### src/rtl/field_ctrl_pkg.sv
// field_ctrl_pkg
//   Shared encodings for the field-select controller and the flag decoder:
//   field codes, per-group first/last fields, mode_sel encodings, FSM states,
//   and the cursor-step helper used to walk a group with wrap-around.
package field_ctrl_pkg;

  typedef enum logic [1:0] {
    MODE_HOUR   = 2'b00,
    MODE_DATE   = 2'b01,
    MODE_CHRONO = 2'b10,
    MODE_INV    = 2'b11
  } mode_e;

  typedef enum logic {
    ST_IDLE = 1'b0,
    ST_EDIT = 1'b1
  } state_e;

  localparam logic [3:0] FLD_HOUR_S = 4'd0;
  localparam logic [3:0] FLD_HOUR_M = 4'd1;
  localparam logic [3:0] FLD_HOUR_H = 4'd2;
  localparam logic [3:0] FLD_DATE_D = 4'd3;
  localparam logic [3:0] FLD_DATE_M = 4'd4;
  localparam logic [3:0] FLD_DATE_Y = 4'd5;
  localparam logic [3:0] FLD_CHR_S  = 4'd7;
  localparam logic [3:0] FLD_CHR_M  = 4'd8;
  localparam logic [3:0] FLD_CHR_H  = 4'd9;
  localparam logic [3:0] FLD_NONE   = 4'hF;

  function automatic logic [3:0] grp_first(input logic [1:0] mode);
    case (mode)
      MODE_HOUR:   return FLD_HOUR_S;
      MODE_DATE:   return FLD_DATE_D;
      MODE_CHRONO: return FLD_CHR_S;
      default:     return FLD_NONE;
    endcase
  endfunction

  function automatic logic [3:0] grp_last(input logic [1:0] mode);
    case (mode)
      MODE_HOUR:   return FLD_HOUR_H;
      MODE_DATE:   return FLD_DATE_Y;
      MODE_CHRONO: return FLD_CHR_H;
      default:     return FLD_NONE;
    endcase
  endfunction

  // Step one field forward or backward inside the group of 'mode', wrapping
  // at both ends. A code that does not belong to the group snaps to its first
  // field, so code 6 (the gap between date and chrono) can never appear.
  function automatic logic [3:0] fld_step(input logic [3:0] fld,
                                          input logic [1:0] mode,
                                          input logic       fwd);
    logic [3:0] first;
    logic [3:0] last;
    first = grp_first(mode);
    last  = grp_last(mode);
    if (fld < first || fld > last) return first;
    if (fwd) return (fld == last)  ? first : fld + 4'd1;
    else     return (fld == first) ? last  : fld - 4'd1;
  endfunction

endpackage

### src/rtl/btn_edge.sv
// btn_edge
//   Rising-edge detector for one debounced button level.
//   Ports: clk, reset (sync, active-low), btn (level), rise (one-cycle event,
//   combinational from the current level and the registered history).
//   History resets to "pressed", so a button held through reset release must
//   be released and pressed again before it produces an event.
module btn_edge (
  input  logic clk,
  input  logic reset,
  input  logic btn,
  output logic rise
);

  logic btn_p1;

  always_ff @(posedge clk) begin
    if (!reset) btn_p1 <= 1'b1;
    else        btn_p1 <= btn;
  end

  assign rise = btn & ~btn_p1;

endmodule

### src/rtl/field_select_ctrl.sv
// field_select_ctrl
//   Edit-mode controller for a watch display: selects which field is being
//   edited, issues increment/decrement strobes and drives the blink phase.
//   Ports:
//     clk                 single clock, rising edge
//     reset               synchronous, active-low
//     mode_sel[1:0]       00 hour, 01 date, 10 chronometer, 11 invalid
//     edit_en             level request to enter/stay in edit
//     btn_left/right/up/down  debounced button levels
//     field_code[3:0]     selected field (0-5, 7-9), 15 when not editing
//     inc_pulse/dec_pulse one-cycle adjust strobes
//     blink               blank phase for the selected field
//     editing             high while in EDIT
//   Build option: define FIELD_TIMEOUT_EN to include the inactivity timeout
//   (TIMEOUT idle cycles in EDIT return to IDLE). Without it EDIT is left only
//   through edit_en = 0 or mode_sel = 11.
import field_ctrl_pkg::*;

module field_select_ctrl #(
  parameter int BLINK_DIV = 25_000_000,
  parameter int TIMEOUT   = 500_000_000
) (
  input  logic       clk,
  input  logic       reset,
  input  logic [1:0] mode_sel,
  input  logic       edit_en,
  input  logic       btn_left,
  input  logic       btn_right,
  input  logic       btn_up,
  input  logic       btn_down,
  output logic [3:0] field_code,
  output logic       inc_pulse,
  output logic       dec_pulse,
  output logic       blink,
  output logic       editing
);

  localparam int BW = (BLINK_DIV > 1) ? $clog2(BLINK_DIV) : 1;
  localparam logic [BW-1:0] BLINK_LAST = BW'(BLINK_DIV - 1);

  logic ev_l, ev_r, ev_u, ev_d;

  btn_edge u_edge_left  (.clk(clk), .reset(reset), .btn(btn_left),  .rise(ev_l));
  btn_edge u_edge_right (.clk(clk), .reset(reset), .btn(btn_right), .rise(ev_r));
  btn_edge u_edge_up    (.clk(clk), .reset(reset), .btn(btn_up),    .rise(ev_u));
  btn_edge u_edge_down  (.clk(clk), .reset(reset), .btn(btn_down),  .rise(ev_d));

  state_e        state, state_nxt;
  logic          edit_p1;
  logic [1:0]    mode_p1;
  logic [3:0]    field_q, field_nxt;
  logic          inc_q, inc_nxt;
  logic          dec_q, dec_nxt;
  logic          blink_q, blink_nxt;
  logic [BW-1:0] bcnt, bcnt_nxt;
  logic          timeout;
  logic          edit_rise;
  logic          mode_chg;
  logic          lr_move;

  assign edit_rise = edit_en & ~edit_p1;
  assign mode_chg  = (mode_sel != mode_p1);
  // Simultaneous left+right cancel each other.
  assign lr_move   = ev_l ^ ev_r;

`ifdef FIELD_TIMEOUT_EN
  localparam int TW = (TIMEOUT > 1) ? $clog2(TIMEOUT) : 1;
  localparam logic [TW-1:0] TO_LAST = TW'(TIMEOUT - 1);

  logic [TW-1:0] idle_cnt;
  logic          any_ev;

  assign any_ev  = ev_l | ev_r | ev_u | ev_d;
  assign timeout = (idle_cnt == TO_LAST);

  always_ff @(posedge clk) begin
    if (!reset || state != ST_EDIT || any_ev) idle_cnt <= '0;
    else                                       idle_cnt <= idle_cnt + TW'(1);
  end
`else
  assign timeout = 1'b0;
`endif

  always_comb begin
    state_nxt = state;
    field_nxt = field_q;
    inc_nxt   = 1'b0;
    dec_nxt   = 1'b0;
    blink_nxt = blink_q;
    bcnt_nxt  = bcnt;

    case (state)
      ST_IDLE: if (edit_rise && mode_sel != MODE_INV) state_nxt = ST_EDIT;
      ST_EDIT: if (!edit_en || mode_sel == MODE_INV || timeout) state_nxt = ST_IDLE;
      default: state_nxt = ST_IDLE;
    endcase

    // Outputs are registered from the next state so they line up with
    // 'editing'; the first EDIT cycle still shows NONE and the group's first
    // field is loaded one cycle later.
    if (state_nxt == ST_IDLE || state == ST_IDLE) begin
      field_nxt = FLD_NONE;
      blink_nxt = 1'b0;
      bcnt_nxt  = '0;
    end else begin
      if (mode_chg || field_q == FLD_NONE) field_nxt = grp_first(mode_sel);
      else if (lr_move)                    field_nxt = fld_step(field_q, mode_sel, ev_r);

      if (mode_chg || (field_q != FLD_NONE && lr_move)) begin
        blink_nxt = 1'b0;
        bcnt_nxt  = '0;
      end else if (bcnt == BLINK_LAST) begin
        blink_nxt = ~blink_q;
        bcnt_nxt  = '0;
      end else begin
        bcnt_nxt  = bcnt + BW'(1);
      end

      // Up+down together cancel; a group change swallows the strobe.
      inc_nxt = ev_u & ~ev_d & ~mode_chg;
      dec_nxt = ev_d & ~ev_u & ~mode_chg;
    end
  end

  always_ff @(posedge clk) begin
    if (!reset) begin
      state   <= ST_IDLE;
      edit_p1 <= 1'b1;
      mode_p1 <= MODE_HOUR;
      field_q <= FLD_NONE;
      inc_q   <= 1'b0;
      dec_q   <= 1'b0;
      blink_q <= 1'b0;
      bcnt    <= '0;
    end else begin
      state   <= state_nxt;
      edit_p1 <= edit_en;
      mode_p1 <= mode_sel;
      field_q <= field_nxt;
      inc_q   <= inc_nxt;
      dec_q   <= dec_nxt;
      blink_q <= blink_nxt;
      bcnt    <= bcnt_nxt;
    end
  end

  assign field_code = field_q;
  assign inc_pulse  = inc_q;
  assign dec_pulse  = dec_q;
  assign blink      = blink_q;
  assign editing    = (state == ST_EDIT);

endmodule

### config.mk
export PLATFORM = sky130hd
export DESIGN_NAME = field_select_ctrl
export DESIGN_NICKNAME = d
export VERILOG_FILES = /design/src/rtl/field_ctrl_pkg.sv /design/src/rtl/btn_edge.sv /design/src/rtl/field_select_ctrl.sv
export SDC_FILE = /design/constraint.sdc
export NUM_CORES = 1
export LEC_CHECK = 0
export CAP_MARGIN = 20
export CELL_PAD_IN_SITES_DETAIL_PLACEMENT = 1
export CELL_PAD_IN_SITES_GLOBAL_PLACEMENT = 1
export CORE_UTILIZATION = 38
export DETAILED_ROUTE_END_ITERATION = 7
export GPL_ROUTABILITY_DRIVEN = 0
export PLACE_DENSITY_LB_ADDON = 0.1
export SETUP_SLACK_MARGIN = 0.5
export SLEW_MARGIN = 20
export SYNTH_ARGS = -nofsm -noshare
export SYNTH_HDL_FRONTEND = slang
export SYNTH_SLANG_ARGS = --single-unit
export TNS_END_PERCENT = 1
### constraint.sdc
create_clock -name clk -period 2.4 [get_ports clk]
set_input_delay 0.6 -clock clk [delete_from_list [all_inputs] [get_ports clk]]
set_output_delay 0.6 -clock clk [all_outputs]
set_load 0.05 [all_outputs]
Word level (Yosys, flattened, before mapping)
Index checks and enable logic that the tools add are counted.
{ "word_totals": {"memories": 0, "mem_bits_rw": 0, "register_bits": 40, "out_inout_bits": 8, "mem_bits_ro": 0, "latch_bits": 0} }
{ "classes": {"n_shift": 0, "bitwise_logic": 22, "multipliers": 0, "mux": 22, "order_cmp": 2, "addsub": 3, "reduce_logical": 13, "n_eq_ne": 10, "div": 0} }
{ "op_table": {"columns": ["operator", "count"], "rows": [
  ["$mux W4", 13],
  ["$add A25 B1 Y25 const B", 1],
  ["$eq A25 B25 Y1 const B", 1],
  ["$pmux W4 S3", 2],
  ["$not A1 Y1", 12],
  ["$and A1 B1 Y1", 9],
  ["$eq A4 B4 Y1", 2],
  ["$mux W1", 6],
  ["$logic_or A1 B1 Y1", 5],
  ["$add A4 B1 Y4 const B", 1],
  ["$eq A2 B2 Y1 const B", 2],
  ["$eq A4 B4 Y1 const B", 1],
  ["$gt A4 B4 Y1", 1],
  ["$lt A4 B4 Y1", 1],
  ["$ne A4 B4 Y1 const B", 1],
  ["$reduce_or A4 Y1", 1],
  ["$sub A4 B1 Y4 const B", 1],
  ["$reduce_or A3 Y1", 1],
  ["$eq A2 B1 Y1 const B", 1],
  ["$logic_and A1 B1 Y1", 2],
  ["$logic_not A2 Y1", 1],
  ["$ne A2 B2 Y1", 1],
  ["$ne A2 B2 Y1 const B", 1],
  ["$pmux W1 S2", 1],
  ["4 further kinds", 4]
]} }

Depth between registers and ports, before layout
{ "depth": {"ltp_word": 17, "depth_mapped": 10, "ltp_nobuf": 10} }

Cells and area by module
From an unflattened synthesis, not the netlist that was laid out.
{ "unflattened": {"hier_cells": 254, "hier_area_um2": 2210.9} }
{ "modules_own_cells": {"columns": ["mod", "n_inst", "area_per_inst_um2", "cells_each"], "rows": [
  ["field_select_ctrl", 1, 2050.7, 242],
  ["btn_edge", 4, 40.0, 3]
]} }

Worst setup path after synthesis
Ideal clock, no wire load.
{ "synth_timing": {"path_type": "in2reg", "from": "input mode_sel[0]", "to": "register field_q[1] (netlist: field_code[1])", "path_stages": 9, "setup_slack_ns": -0.048, "arrival_time_ns": 2.312, "setup_ns": 0.136, "n_path_buf": 0, "path_cell_list": "inv_1 -> ha_1 -> ha_1 -> nand3_1 -> a21oi_4 -> mux2_1 -> mux2_2 -> mux2i_1 -> o211ai_1"} }
{ "synth_via": {"elab_chain_len": 14, "elab_cells_between_ends": 40} }
{ "synth_lines": {"columns": ["item", "line_no", "rtl"], "rows": [
  ["start: declaration", "field_select_ctrl.sv:25", "input logic [1:0] mode_sel,"],
  ["$eq A2 B2 Y1 (tied with other cells)", "field_ctrl_pkg.sv:31, field_ctrl_pkg.sv:40", null],
  ["$pmux W4 S3 (on tied branches)", "field_ctrl_pkg.sv:31, field_ctrl_pkg.sv:40", null],
  ["$mux W4", "field_select_ctrl.sv:107", "else if (lr_move) field_nxt = fld_step(field_q, mode_sel, ev_r);"],
  ["$mux W4", "field_select_ctrl.sv:106", "if (mode_chg || field_q == FLD_NONE) field_nxt = grp_first(mode_sel);"],
  ["$mux W4", "field_select_ctrl.sv:101", "if (state_nxt == ST_IDLE || state == ST_IDLE) begin"],
  ["$lt A4 B4 Y1 / $gt A4 B4 Y1 (equally long branches)", "field_ctrl_pkg.sv:58", "if (fld < first || fld > last) return first;"],
  ["$logic_or A1 B1 Y1", "field_ctrl_pkg.sv:58", null],
  ["$mux W1", "field_ctrl_pkg.sv:58", null],
  ["$mux W1", "field_select_ctrl.sv:107", null],
  ["$mux W1", "field_select_ctrl.sv:106", null],
  ["$mux W1", "field_select_ctrl.sv:101", null],
  ["$mux W4", "field_ctrl_pkg.sv:59", "if (fwd) return (fld == last) ? first : fld + 4'd1;"],
  ["$mux W4", "field_select_ctrl.sv:107", null],
  ["$mux W4", "field_select_ctrl.sv:106", null],
  ["end signal: assignment", "field_select_ctrl.sv:139", "field_q <= field_nxt;"],
  ["end: declaration", "field_select_ctrl.sv:51", "logic [3:0] field_q, field_nxt;"]
]} }
Parallel ways exist; a longest one is shown, timed or not. The select of a mux whose other input is x is not followed.
A chain may end at the register's enable or synchronous reset.

Worst setup path in the final report
{ "layout_timing": {"from": "input mode_sel[0]", "to": "register field_q[3] (netlist: field_code[3])"} }
Same word-level chain as after synthesis.

==> reports/metrics.cfg <==
[synth]
netlist.area_leader.share_pct = 37.4
ys_async_sr_fraction_pct = 0
syn_inst = 233
yosysSeqAreaShare_pct = 37.4
ys_top_cells_by_area = dfxtp_1 37%, ha_1 7.0%, xor2_1 6.6%, xnor2_1 6.1%, nor2_1 5.6%
synth_warnings = 0
synth.net_count = 254
synth_cell_type_count = 39
ys_seq_elements = 40
synth_edf_count = 0
ys.flop_type = dfxtp_1
syn_area_um2 = 2140
syn_avg_cell_area_um2 = 9.18
synth_top_area_cell = dfxtp_1

[place]
io_buffers = 16
placed_cells = 342
placed_cell_area_um2 = 2630
dp_hpwl_um = 3730

[finish]
nNetsFinal = 304
finish.instance_area_um2 = 2870
syn_to_final_growth_pct = 34.1
fin_cells = 354
drive_gt1_share_pct = 25.4
n_fill_cell = 611
diodes = 0

[clock_network]
cts_buffers = 5
clock_latency_ns = 0.30
clock-root-buffer = clkbuf_8
cts_tree = done
numClockSinks = 40
clock_path_buffers = 2
htreeDepth = 2
clk_pin_slew_ns = 0.09

[sta]
final_hold_viol_count = 0
relSlewSlack_pct = 66.3
final.setup_skew_ns = 0.00885
period_share_pct = 90.6
fmax_mhz = 460
tightest_slew_ns = 0.504
drv_slew = 0
rsz0062_at_grt = yes
post-route-min-period_ns = 2.17
setup_viol = 0

[setup_path]
crit_slowest_cell = a221oi_4
worstPathRequired_ns = 2.59
cp_cell_sequence = buf_8 > clkinvlp_4 > ha_4 > ha_4 > nor2b_4 > o21ai_2 > a221oi_4 > nand2_2 > buf_6 > mux2i_1 > o211ai_1
critPathTopFamily = compound AO/OA/AOI/OAI gates
critPathArrivalTime_ns = 2.36
critPathMaxStageDelay_ns = 0.32
critPathKind = in -> reg
r2r_slack_ns = 0.33
worstReg2RegStart = field_code[1]$_SDFFE_PP1P_
cp-start-kind = input pin
cp_num_buf_inv = 3
crit_top_cell = ha_4
worstPathMaxFanout = 3
setup.worst_path.start = mode_sel[0]
worst_setup_path_end_kind = flip-flop

[route]
vias = 1784
vias_per_cell = 5.04
drc = 0
drt_iter0_drc = 41
wl_per_cell_um = 14.2
firstDrtPassIters = 4
antenna_left = 0
routed_wl_um = 5040

[global_routing]
grt_use_total_pct = 18.5
grt_overflow = 0
grt_pass1_wl_um = 8710
grt_pass1_vias = 1830
antenna_found_initial = 0
grt_max_degree = 25

[floorplanning]
rows = 26
die_area_um2 = 5930
boundaryPins = 17
core_um2 = 5270
die_w_um = 77.0
fp.dieH_um = 77.0
initial_core_util_pct = 40.6

[power]
vdd_ir_drop_max_v = 0.000317
p_leak_nw = 1.09
power.internal_mw = 1.07
total_power_mw = 1.42
switching_share_pct = 24.3
switching_power_mw = 0.345
clockPowerShare_pct = 41.1
seqPwrFrac_pct = 47.4
cellPowerDensity_nw_per_um2 = 495
power_frac_comb_pct = 11.5

[run]
cap_violations = 0

[run_status]
status = complete, no violations

[hold_path]
hold_start = u_edge_up.btn_p1$_SDFF_PN1_
hold_class = reg -> reg

==> routing by layer <==
layer  GRT usage, %  vias to the layer above  wire, µm
li1               -                      894         -
met1           23.1                      862      2460
met2           31.1                       20      2360
met3           4.40                        8       154
met4           6.23                        0        69
met5              0                        -         0
==> power by group through the flow <==
stage	registers, mW	clock network, mW	logic (mW)
finish	0.673	0.584	0.163
global placement	0.688	0	0.138
global route	0.674	0.625	0.178
CTS	0.673	0.597	0.154
detailed placement	0.689	0	0.142
floorplan	0.691	0	0.0785
==> stage by stage <==
step	setup TNS [ns]	utilization, %	setup slack [ns]	hold slack, ns
floorplan	0	-	0.0720	0.394
global placement	-6.72	50.0	-0.679	0.405
detailed placement	-8.67	50.0	-0.706	0.408
CTS	0	53.5	0.207	0.421
global route	0	54.4	0.138	0.433
finish	0	54.4	0.225	0.417
==> worst paths after layout <==
check,to,depth (start not counted)
worst max-delay path,field_code[3]$_SDFFE_PP1P_,11
worst min-delay path,inc_pulse$_SDFF_PP0_,1
worst max register to register,field_code[3]$_SDFFE_PP1P_,8
worst min register to register,inc_pulse$_SDFF_PP0_,1
==> synthesized netlist by cell type, types with 2 or more instances <==
| library cell | n |
|---|---|
| o21ai_0 | 4 |
| a21oi_1 | 2 |
| mux2_1 | 2 |
| buf_6 | 4 |
| or3_4 | 2 |
| o211ai_1 | 3 |
| a21oi_4 | 2 |
| nand4_1 | 2 |
| dfxtp_1 | 40 |
| and2_1 | 3 |
| mux2_2 | 2 |
| ha_1 | 12 |
| xnor2_1 | 15 |
| nand2b_1 | 5 |
| nor2b_1 | 3 |
| nor3_1 | 3 |
| nand3_1 | 19 |
| nor4_1 | 2 |
| mux2i_1 | 9 |
| a31oi_1 | 2 |
| xor2_1 | 16 |
| nor2_1 | 32 |
| buf_2 | 2 |
| and4_1 | 3 |
| o21ai_1 | 2 |
| inv_1 | 10 |
| and3_1 | 5 |
| nand2_1 | 16 |
==> cell families after synthesis <==
logic type	Yosys count	synth area share (%)
buffers and inverters	16	4.33
muxes	13	6.32
DFF	40	37.4
AOI/OAI and AO/OA	21	7.84
adders and majority gates	12	7.02
and+or+nand+nor	100	24.3
xor gates and xnor gates	31	12.7
==> registers in the layout (all words and copies together), names as in the netlist <==
| register | count |
|---|---|
| bcnt | 25 |
| u_edge_left.btn_p1 | 1 |
| edit_p1 | 1 |
| u_edge_up.btn_p1 | 1 |
| blink | 1 |
| dec_pulse | 1 |
| inc_pulse | 1 |
| u_edge_down.btn_p1 | 1 |
| field_code | 4 |
| mode_p1 | 2 |
| editing | 1 |
| u_edge_right.btn_p1 | 1 |
==> cells in the final DEF (no fill, tap or decap), types with 3 or more instances in the layout <==
cell type        count
buf_6                6
nor2_1              32
clkbuf_8             5
o211ai_1             3
nand2b_1             5
xor2_1              16
clkdlybuf4s50_1     10
ha_1                 5
buf_4               29
nor3_1               3
and2_1               3
and3_1               5
dfxtp_1             40
o21ai_1              3
inv_1                7
nand3_1             18
nand2_1             16
mux2_4               3
ha_4                 7
and4_1               3
xnor2_1             15
mux2i_1              9
==> layout make-up <==
cell class	count	area (µm²)	area share (%)
inverter	10	41.3	1.44
sequential	40	801	27.9
timing repair buffer	49	438	15.3
multi-input combinational	177	1390	48.3
clock inverter	3	46.3	1.61
tap	70	87.6	3.05
clock buffer	5	68.8	2.40
==> what timing repair did <==
item,CTS,global route
setup buffers,4,0
hold buffers,0,0
endpoints found under the setup margin,38,34
pin swaps,8,9
resized for setup,22,11
(Power assumes the default switching activity.)
